[config.mk]
export PLATFORM = sky130hd
export DESIGN_NAME = timer_up_bcd
export DESIGN_NICKNAME = d
export VERILOG_FILES = /design/src/rtl/timer_up_pkg.sv /design/src/rtl/bcd_digit_up.sv /design/src/rtl/timer_up_bcd.sv
export SDC_FILE = /design/constraint.sdc
export NUM_CORES = 1
export LEC_CHECK = 0
export CAP_MARGIN = 20
export CELL_PAD_IN_SITES_DETAIL_PLACEMENT = 0
export CELL_PAD_IN_SITES_GLOBAL_PLACEMENT = 1
export CORE_AREA = 5 5 75 77
export CTS_CLUSTER_SIZE = 16
export DETAILED_ROUTE_END_ITERATION = 8
export DIE_AREA = 0 0 80 82
export PLACE_DENSITY = 0.94
export SKIP_CTS_REPAIR_TIMING = 1
export SLEW_MARGIN = 20
export SYNTH_ARGS = -nofsm -noshare
export SYNTH_HDL_FRONTEND = slang
export SYNTH_HIERARCHICAL = 1
export SYNTH_SLANG_ARGS = --single-unit
[constraint.sdc]
create_clock -name clk -period 14.67 [get_ports clk]
set_clock_uncertainty 0.2 [all_clocks]
set_input_delay 1.467 -clock clk [delete_from_list [all_inputs] [get_ports clk]]
set_output_delay 1.467 -clock clk [all_outputs]
set_load 0.03 [all_outputs]
[src/rtl/timer_up_pkg.sv]
`default_nettype none
// ============================================================================
// Module      : timer_up_pkg
// Description : Shared constants, state encodings and digit helper for the
//               count-up MM:SS BCD timer.
// Revision    : 1.0 - initial release
// ============================================================================
package timer_up_pkg;

    localparam logic [1:0] S_IDLE  = 2'b00;
    localparam logic [1:0] S_RUN   = 2'b01;
    localparam logic [1:0] S_PAUSE = 2'b10;
    localparam logic [1:0] S_DONE  = 2'b11;

    localparam logic [15:0] BCD_MAX_TIME = 16'h9959;
    localparam logic [15:0] FREE_RUN     = 16'h0000;

    localparam int c_sec_tens_mod = 6;
    localparam int c_dig_mod      = 10;

    // Value a digit takes after one clock given its increment request.
    function automatic logic [3:0] bcd_digit_next(input logic [3:0] digit,
                                                  input logic       inc,
                                                  input logic [3:0] max_digit);
        if (!inc)
            return digit;
        if (digit == max_digit)
            return 4'h0;
        return digit + 4'h1;
    endfunction

endpackage
`default_nettype wire

[src/rtl/bcd_digit_up.sv]
`default_nettype none
// ============================================================================
// Module      : bcd_digit_up
// Description : One up-counting BCD digit with sanitising load and carry out.
// Revision    : 1.0 - initial release
// ============================================================================
module bcd_digit_up
    import timer_up_pkg::*;
#(
    parameter int MOD = c_dig_mod
) (
    input  logic       clk,
    input  logic       rst,
    input  logic       clear,
    input  logic       load,
    input  logic [3:0] load_digit,
    input  logic       inc,
    output logic [3:0] digit,
    output logic       carry
);

    localparam logic [3:0] c_max = 4'(MOD - 1);

    logic [3:0] r_digit;

    // Out-of-range load digits fall back to zero.
    always_ff @(posedge clk) begin
        if (rst)
            r_digit <= 4'h0;
        else if (clear)
            r_digit <= 4'h0;
        else if (load)
            r_digit <= (load_digit > c_max) ? 4'h0 : load_digit;
        else
            r_digit <= bcd_digit_next(r_digit, inc, c_max);
    end

    assign digit = r_digit;
    assign carry = inc && (r_digit == c_max);

endmodule
`default_nettype wire

[src/rtl/timer_up_bcd.sv]
`default_nettype none
// ============================================================================
// Module      : timer_up_bcd
// Description : MM:SS BCD count-up timer with limit detect and rollover carry.
// Revision    : 1.0 - initial release
// ============================================================================
module timer_up_bcd
    import timer_up_pkg::*;
#(
    parameter int SEC_TENS_MOD = c_sec_tens_mod,
    parameter int DIG_MOD      = c_dig_mod
) (
    input  logic        clk,
    input  logic        rst,
    input  logic        enablen,
    input  logic        clear,
    input  logic        load,
    input  logic [15:0] load_value,
    input  logic [15:0] limit,
    input  logic        tick,
    output logic [15:0] count,
    output logic        rco_L,
    output logic        done,
    output logic        running
);

    logic [1:0]  r_state;
    logic [1:0]  w_state_next;
    logic        w_advance;
    logic [3:0]  w_inc;
    logic [3:0]  w_carry;
    logic [15:0] w_count;
    logic [15:0] w_next_count;

    assign w_advance = (r_state == S_RUN) && tick && !enablen;
    assign w_inc     = {w_carry[2:0], w_advance};

    // Digit 0 = seconds ones ... digit 3 = minutes tens.
    for (genvar i = 0; i < 4; i++) begin : g_digit
        localparam int c_mod = (i == 1) ? SEC_TENS_MOD : DIG_MOD;

        bcd_digit_up #(
            .MOD(c_mod)
        ) u_digit (
            .clk       (clk),
            .rst       (rst),
            .clear     (clear),
            .load      (load),
            .load_digit(load_value[4*i +: 4]),
            .inc       (w_inc[i]),
            .digit     (w_count[4*i +: 4]),
            .carry     (w_carry[i])
        );

        assign w_next_count[4*i +: 4] =
            bcd_digit_next(w_count[4*i +: 4], w_inc[i], 4'(c_mod - 1));
    end

    always_ff @(posedge clk) begin
        if (rst)
            r_state <= S_IDLE;
        else
            r_state <= w_state_next;
    end

    always_comb begin
        w_state_next = r_state;
        if (clear || load) begin
            w_state_next = S_IDLE;
        end else begin
            case (r_state)
                S_IDLE:  if (!enablen) w_state_next = S_RUN;
                S_RUN: begin
                    if (enablen)
                        w_state_next = S_PAUSE;
                    else if (w_advance && (w_next_count == limit) && (limit != FREE_RUN))
                        w_state_next = S_DONE;
                end
                S_PAUSE: if (!enablen) w_state_next = S_RUN;
                S_DONE:  w_state_next = S_DONE;
                default: w_state_next = S_IDLE;
            endcase
        end
    end

    // The top digit only carries when an advance sees 99:59.
    assign rco_L   = !w_carry[3];
    assign count   = w_count;
    assign done    = (r_state == S_DONE);
    assign running = (r_state == S_RUN);

endmodule
`default_nettype wire

==> flow_summary_export.csv, run 1 <==
group,metric,value,unit
outcome,status,"finished clean",
clocking,cts_sinks,18,
sta,max_freq,0.145,GHz
logic_synthesis,ys_seq_area_share,21.8,%
logic_synthesis,synth_area,1660,sq um
global_route,grt_pass1_wl,7.35,mm
routing,antenna_left,0,
clocking,clk_pin_slew,0.08,ns
routing,wl,4.64,mm
routing,via_per_inst,5.21,
logic_synthesis,synthTopCellsByArea,"dfxtp_1 22%, xnor2_1 8.5%, a21oi_1 5.1%",
place,hpwl,3.64,mm
finish,area_growth,43.1,%
die,core-area,4940,sq um
critical_path,path_common_cell,"nand2_2",
die,boundaryPins,57,
logic_synthesis,synthCells,214,
critical_path,cp_slowest_cell,"clkdlybuf4s50_1",
power_and_ir_drop,leakage,0.803,nW
sta,final_hold_viol_count,0,
critical_path,critPathCaptureType,"output pin",
logic_synthesis,synth_cell_types,43,
routing,routed-via-count,1803,
clocking,cts_tree,"built",
logic_synthesis,synth-main-ff-cell,"dfxtp_1",
logic_synthesis,synth_commonest_cells,"18 x dfxtp_1, 17 x a21oi_1, 16 x xnor2_1, 14 x o21ai_0, 13 x nor2b_1",
critical_path,critPathMaxStageDelay,0.59,ns
die,std_cell_rows,26,
critical_path,crit_buf_inv,6,
sta,relSlewSlack,46.4,%
place,port_buffers,56,
critical_path,crit_family,"simple AND/OR/NAND/NOR gates",
finish,n_antenna_cell,0,
logic_synthesis,yosysMostFrequentCell,"dfxtp_1",
place,dpl.cell_count,342,
critical_path,startpoint_type,"input port",
clocking,cts.path.max_buffers,2,
logic_synthesis,ys_ff_latch,18,
clocking,root_buffer,"clkbuf_8",
global_route,grt_max_degree,21,
finish,fin_util,48.0,%
global_route,grt_overflow,0,
routing,dr.pass1.iters,5,
die,die_area,6560,sq um
logic_synthesis,syn_area_per_cell,7.74,sq um
sta,grt_setup_unrepaired,"false",
power_and_ir_drop,ir_drop,0.0360,mV
sta,post-route-period-util,47.2,%
die,fp.dieH,82,microns
place,gp_congestion,0.792,
clocking,htreeDepth,1,
clocking,clkLatencyLatePin,0.26,ns
logic_synthesis,async_flop_share,0,%
sta,worst_pin_slew,0.802,ns
global_route,grt_pass1_vias,1560,
finish,fin_nets,315,
global_route,grt_antenna_before_repair,0,
finish,nFillCells,515,
critical_path,cp_cell_sequence,"clkdlybuf4s50_1 -> and4bb_1 -> nand2_2 -> nor4b_1 -> buf_4 -> nand2_2 -> nor4_1 -> buf_4 -> nand2_2 -> nor4b_1 -> buf_4 -> nand2_2 -> nor4b_1 -> inv_1 -> clkdlybuf4s50_1",
sta,slew_viol_final,0,
logic_synthesis,synth_top_area_cell,"dfxtp_1",
sta,finalCriticalPeriod,6.92,ns
sta,setup_viol,0,
critical_path,critPathMaxFanout,10,
global_route,grt.total_usage,13.8,%
critical_path,cp_data_arrival_time,5.25,ns
logic_synthesis,ys_warn_count,6,
sta,tns,0,ns
min_path,hold_class,"reg -> reg",
sta,setup_ws,7.75,ns
critical_path,crit_required,13.00,ns
finish,drive_gt1_share,7.97,%
power_and_ir_drop,powerDensity,55.9,nW/um^2
routing,avgRoutedWirePerCell,13.4,microns
logic_synthesis,synth_edf_count,0,
die,die_x,80,microns
routing,drcViolationCount,0,
flow_run,cap_violations,0,
routing,drt_iter0_drc,105,
clocking,cts_made_buffers,3,
logic_synthesis,synth_nets,252,
logic_synthesis,yosysTopAreaCellShare,21.8,%
finish,fin_cells,346,
die,start_util,33.5,%
critical_path,worstSetupPathType,"in -> out",
place,dp_slack,7.76,ns
sta,whs,0.333,ns
-- cell families (layout without fill, tap and decap cells) --
group                      after synthesis  after routing  share of synthesized area, %
and+or+nand+nor                         90             90                          32.4
AOI/OAI and AO/OA                       66             66                          27.9
xor gates and xnor gates                24             24                          12.7
DFF                                     18             18                          21.8
buffers and inverters                   13             75                          3.40
muxes                                    2              2                          1.21
adders and majority gates                1              1                         0.604
-- placed cells by master (no fill, tap or decap), types with 4 or more instances in the layout --
| cell type | count |
|---|---|
| clkdlybuf4s50_1 | 56 |
| dfxtp_1 | 18 |
| a21oi_1 | 17 |
| xnor2_1 | 16 |
| o21ai_0 | 14 |
| nor2b_1 | 13 |
| inv_1 | 12 |
| nand2_1 | 11 |
| nand2b_1 | 10 |
| nand3_1 | 9 |
| nor2_1 | 9 |
| xor2_1 | 8 |
| nor3_1 | 6 |
| and4b_1 | 6 |
| a211oi_1 | 5 |
| a21boi_0 | 4 |
| nor4_1 | 4 |
| nor4b_1 | 4 |
| clkbuf_8 | 4 |
| nand2_2 | 4 |
| or2_2 | 4 |
| a211o_1 | 4 |
| a221oi_2 | 4 |
-- per-stage QoR --
step	instance area [sq um]	total power, W
2_1_floorplan	1660	0.0000715
4_1_cts	2370	0.000134
3_5_place_dp	2320	0.0000911
6_report	2370	0.000132
3_3_place_gp	2320	0.0000907
5_1_grt	2370	0.000139
-- metal layers --
metal	track usage, %	vias up	wire (microns)
li1	-	922	-
met1	18.4	831	2200
met2	22.8	44	2140
met3	2.08	6	230
met4	4.56	0	68
met5	0	-	0
-- power by group --
group | internal (W) | switching (W) | total, W | leakage (nW)
logic | 0.0000194 | 0.0000160 | 0.0000354 | 0.628
clock network | 0.0000239 | 0.0000186 | 0.0000425 | 0.0288
registers | 0.0000505 | 0.00000410 | 0.0000546 | 0.147
-- worst min-delay path, cell delays in order, from the launching register on --
cell and delay, ns:
dfxtp_1 0.33, nand2_1 0.08, a21boi_0 0.07
-- sequential cells by signal, indices dropped and copies added (netlist names) --
register and cells:
g_digit.u_digit/digit 16, r_state 2
-- worst paths after layout --
path | startpoint | endpoint | slack (ns) | cells after the start
worst max register to register | r_state[1]$_SDFFE_PP0P_ | r_state[1]$_SDFFE_PP0P_ | 10.85 | 16
worst max-delay path | enablen | rco_L | 7.75 | 15
worst min register to register | r_state[1]$_SDFFE_PP0P_ | r_state[0]$_SDFFE_PP0P_ | 0.33 | 2
worst min-delay path | r_state[1]$_SDFFE_PP0P_ | r_state[0]$_SDFFE_PP0P_ | 0.33 | 2
-- area by class of cell --
| cell class | count | area (sq um) | share of cell area, % |
|---|---|---|---|
| clock buffers | 4 | 55.1 | 2.32 |
| inverters | 12 | 45.0 | 1.90 |
| multi-input cells | 183 | 1240 | 52.3 |
| flip-flops and latches | 18 | 360 | 15.2 |
| well taps | 70 | 87.6 | 3.69 |
| repair buffers | 59 | 583 | 24.6 |
No activity file was read; power rests on OpenSTA's default activity.
==> run 2, diff against run 1 <==
--- a/config.mk
+++ b/config.mk
@@ -8,11 +8,11 @@
 export CAP_MARGIN = 20
 export CELL_PAD_IN_SITES_DETAIL_PLACEMENT = 0
 export CELL_PAD_IN_SITES_GLOBAL_PLACEMENT = 1
-export CORE_AREA = 5 5 75 77
+export CORE_AREA = 5 5 82 84
 export CTS_CLUSTER_SIZE = 16
 export DETAILED_ROUTE_END_ITERATION = 8
-export DIE_AREA = 0 0 80 82
-export PLACE_DENSITY = 0.94
+export DIE_AREA = 0 0 87 89
+export PLACE_DENSITY = 0.84
 export SKIP_CTS_REPAIR_TIMING = 1
 export SLEW_MARGIN = 20
 export SYNTH_ARGS = -nofsm -noshare
==> constraint.sdc (replaced) <==
create_clock -name clk -period 6.3 [get_ports clk]
set_clock_uncertainty 0.2 [all_clocks]
set_input_delay 0.63 -clock clk [delete_from_list [all_inputs] [get_ports clk]]
set_output_delay 0.63 -clock clk [all_outputs]
set_load 0.03 [all_outputs]
==> run 2 against run 1 <==
  * Sequential power up 130%
  * Via count decreased by 3.7%
  * Register-to-register slack got worse by 8.5 ns
  * Utilization decreased by 7.6 points
  * Highest routed layer unchanged
  * Global-route usage is 1.3 points lower
  * Clock power is 97% higher
  * Largest power group unchanged
  * Power is 120% higher
==> flow_summary_export.csv, run 2 (synthesized netlist as in run 1, its figures left out) <==
group,metric,value,unit
outcome,status,"finished clean",
critical_path,cp_cell_sequence,"clkdlybuf4s50_1 -> and4bb_1 -> nand2_2 -> nor4b_1 -> buf_4 -> nand2_2 -> nor4_1 -> buf_4 -> nand2_2 -> nor4b_1 -> nand2_2 -> nor4b_1 -> inv_1 -> clkdlybuf4s50_1",
power_and_ir_drop,comb_power_share,28.1,%
routing,avgRoutedWirePerCell,13.7,microns
power_and_ir_drop,seqPwrFrac,43.4,%
clocking,root_buffer,"clkbuf_8",
routing,via_per_inst,4.96,
global_route,use_met3,1.94,%
finish,nFillCells,596,
clocking,clk_pin_slew,0.07,ns
power_and_ir_drop,powerDensity,124,nW/um^2
critical_path,reg2reg_slack,2.34,ns
place,gp_congestion,0.831,
global_route,grt.total_usage,12.5,%
place,port_buffers,56,
global_route,grtUsageMet1,17.4,%
min_path,hold_class,"reg -> reg",
critical_path,path_common_cell,"nand2_2",
critical_path,r2r-start,"r_state[1]$_SDFFE_PP0P_",
clocking,cts.path.max_buffers,2,
critical_path,crit_buf_inv,5,
power_and_ir_drop,p_int,0.000205,W
die,die_area,7740,sq um
routing,wl,4.78,mm
place,dpl.cell_count,347,
critical_path,critPathMaxStageDelay,0.59,ns
die,fp.dieH,89,microns
min_path,whs_endpoint,"r_state[0]$_SDFFE_PP0P_",
power_and_ir_drop,switching_share,30.0,%
critical_path,worstRegToRegCells,16,
global_route,met2_usage,19.7,%
die,std_cell_rows,28,
critical_path,crit_family,"simple AND/OR/NAND/NOR gates",
global_route,gr-max-usage-layer,"met2",
critical_path,startpoint_type,"input port",
sta,grt_setup_unrepaired,"false",
die,core-area,5850,sq um
global_route,grt_pass1_wl,7.87,mm
global_route,grt_antenna_before_repair,0,
die,start_util,28.3,%
clocking,cts_made_buffers,3,
sta,tns,0,ns
clocking,clkLatencyLatePin,0.25,ns
finish,largest_reg_flops,16,
clocking,htreeDepth,1,
sta,final_hold_viol_count,0,
critical_path,worstSetupPathType,"in -> out",
clocking,cts_tree,"built",
finish,fin_cells,350,
sta,finalCriticalPeriod,5.25,ns
flow_run,cap_violations,0,
routing,drt_iter0_drc,76,
global_route,grt_overflow,0,
place,hpwl,3.68,mm
sta,worst_pin_slew,0.789,ns
routing,dr.pass1.iters,4,
routing,routed-via-count,1737,
power_and_ir_drop,ir_drop,0.0577,mV
global_route,grt_max_degree,21,
critical_path,crit_required,5.47,ns
power_and_ir_drop,p_sw,0.0000882,W
finish,area_growth,42.7,%
finish,n_antenna_cell,0,
critical_path,critPathCaptureType,"output pin",
sta,relSlewSlack,47.2,%
min_path,hold_start,"r_state[1]$_SDFFE_PP0P_",
critical_path,cp_slowest_cell,"clkdlybuf4s50_1",
power_and_ir_drop,clkPwrFrac,28.6,%
sta,slew_viol_final,0,
routing,drcViolationCount,0,
routing,antenna_left,0,
global_route,grt_pass1_vias,1737,
sta,setup_viol,0,
finish,final_common_cell,"clkdlybuf4s50_1",
die,die_x,87,microns
power_and_ir_drop,leakage,0.796,nW
finish,mostFrequentLayoutCells,"56 x clkdlybuf4s50_1, 18 x dfxtp_1, 17 x a21oi_1, 16 x xnor2_1, 14 x o21ai_0",
sta,post-route-period-util,83.4,%
min_path,whs_path_depth,2,
sta,max_freq,0.190,GHz
critical_path,timing.rr.end,"r_state[1]$_SDFFE_PP0P_",
finish,drive_gt1_share,7.64,%
clocking,cts_sinks,18,
finish,fin_area,2360,sq um
finish,fin_nets,315,
critical_path,cp_data_arrival_time,4.42,ns
die,boundaryPins,57,
critical_path,critPathMaxFanout,10,
place,place_area,2320,sq um
run 2: cell types whose count changed in the layout (fill, tap and decap cells not counted):
| cell | change |
|---|---|
| clkbuf_8 | -1 |
run 2: cell type report:
class,count,area (sq um),area share [%]
multi-input combinational,183,1240,52.5
clock buffer,3,41.3,1.75
sequential,18,360,15.2
tap,75,93.8,3.97
inverter,12,45.0,1.91
timing repair buffer,59,583,24.7
run 2: tightest hold or removal path: stages, from the launching register on:
cell      delay (ns)
dfxtp_1         0.33
nand2_1         0.08
a21boi_0        0.07
run 2: per-layer routing:
metal,part of all wire (%),wire length [microns]
met5,0,0
met4,0.84,40
met3,4.3,206
met2,44,2110
met1,51,2420
run 2: how the worst max path moves through the flow:
| stage | from | endpoint | cells past startpoint | slack [ns] |
|---|---|---|---|---|
| after CTS | enablen | rco_L | 14 | 0.97 |
| after floorplan | enablen | rco_L | 11 | 0.67 |
| final | enablen | rco_L | 14 | 1.05 |
| after detailed placement | enablen | rco_L | 14 | 1.02 |
| after global routing | enablen | rco_L | 14 | 0.58 |
| after global placement | enablen | rco_L | 14 | 1.04 |
run 2: per-stage QoR:
stage | util, % | hold slack (ns) | worst slack, ns | power, W
after floorplan | - | 0.285 | 0.667 | 0.000167
after global placement | 39.7 | 0.314 | 1.04 | 0.000212
after detailed placement | 39.7 | 0.317 | 1.02 | 0.000212
after CTS | 40.4 | 0.324 | 0.972 | 0.000298
after global routing | 40.4 | 0.354 | 0.579 | 0.000310
final | 40.4 | 0.331 | 1.05 | 0.000294
run 2: power by group through the flow:
stage / logic, W / clock network (W) / registers (W)
2_1_floorplan: 0.0000322 / 0 / 0.000134
3_3_place_gp: 0.0000822 / 0 / 0.000129
3_5_place_dp: 0.0000822 / 0 / 0.000130
4_1_cts: 0.0000827 / 0.0000878 / 0.000127
5_1_grt: 0.0000893 / 0.0000917 / 0.000129
6_report: 0.0000824 / 0.0000838 / 0.000127
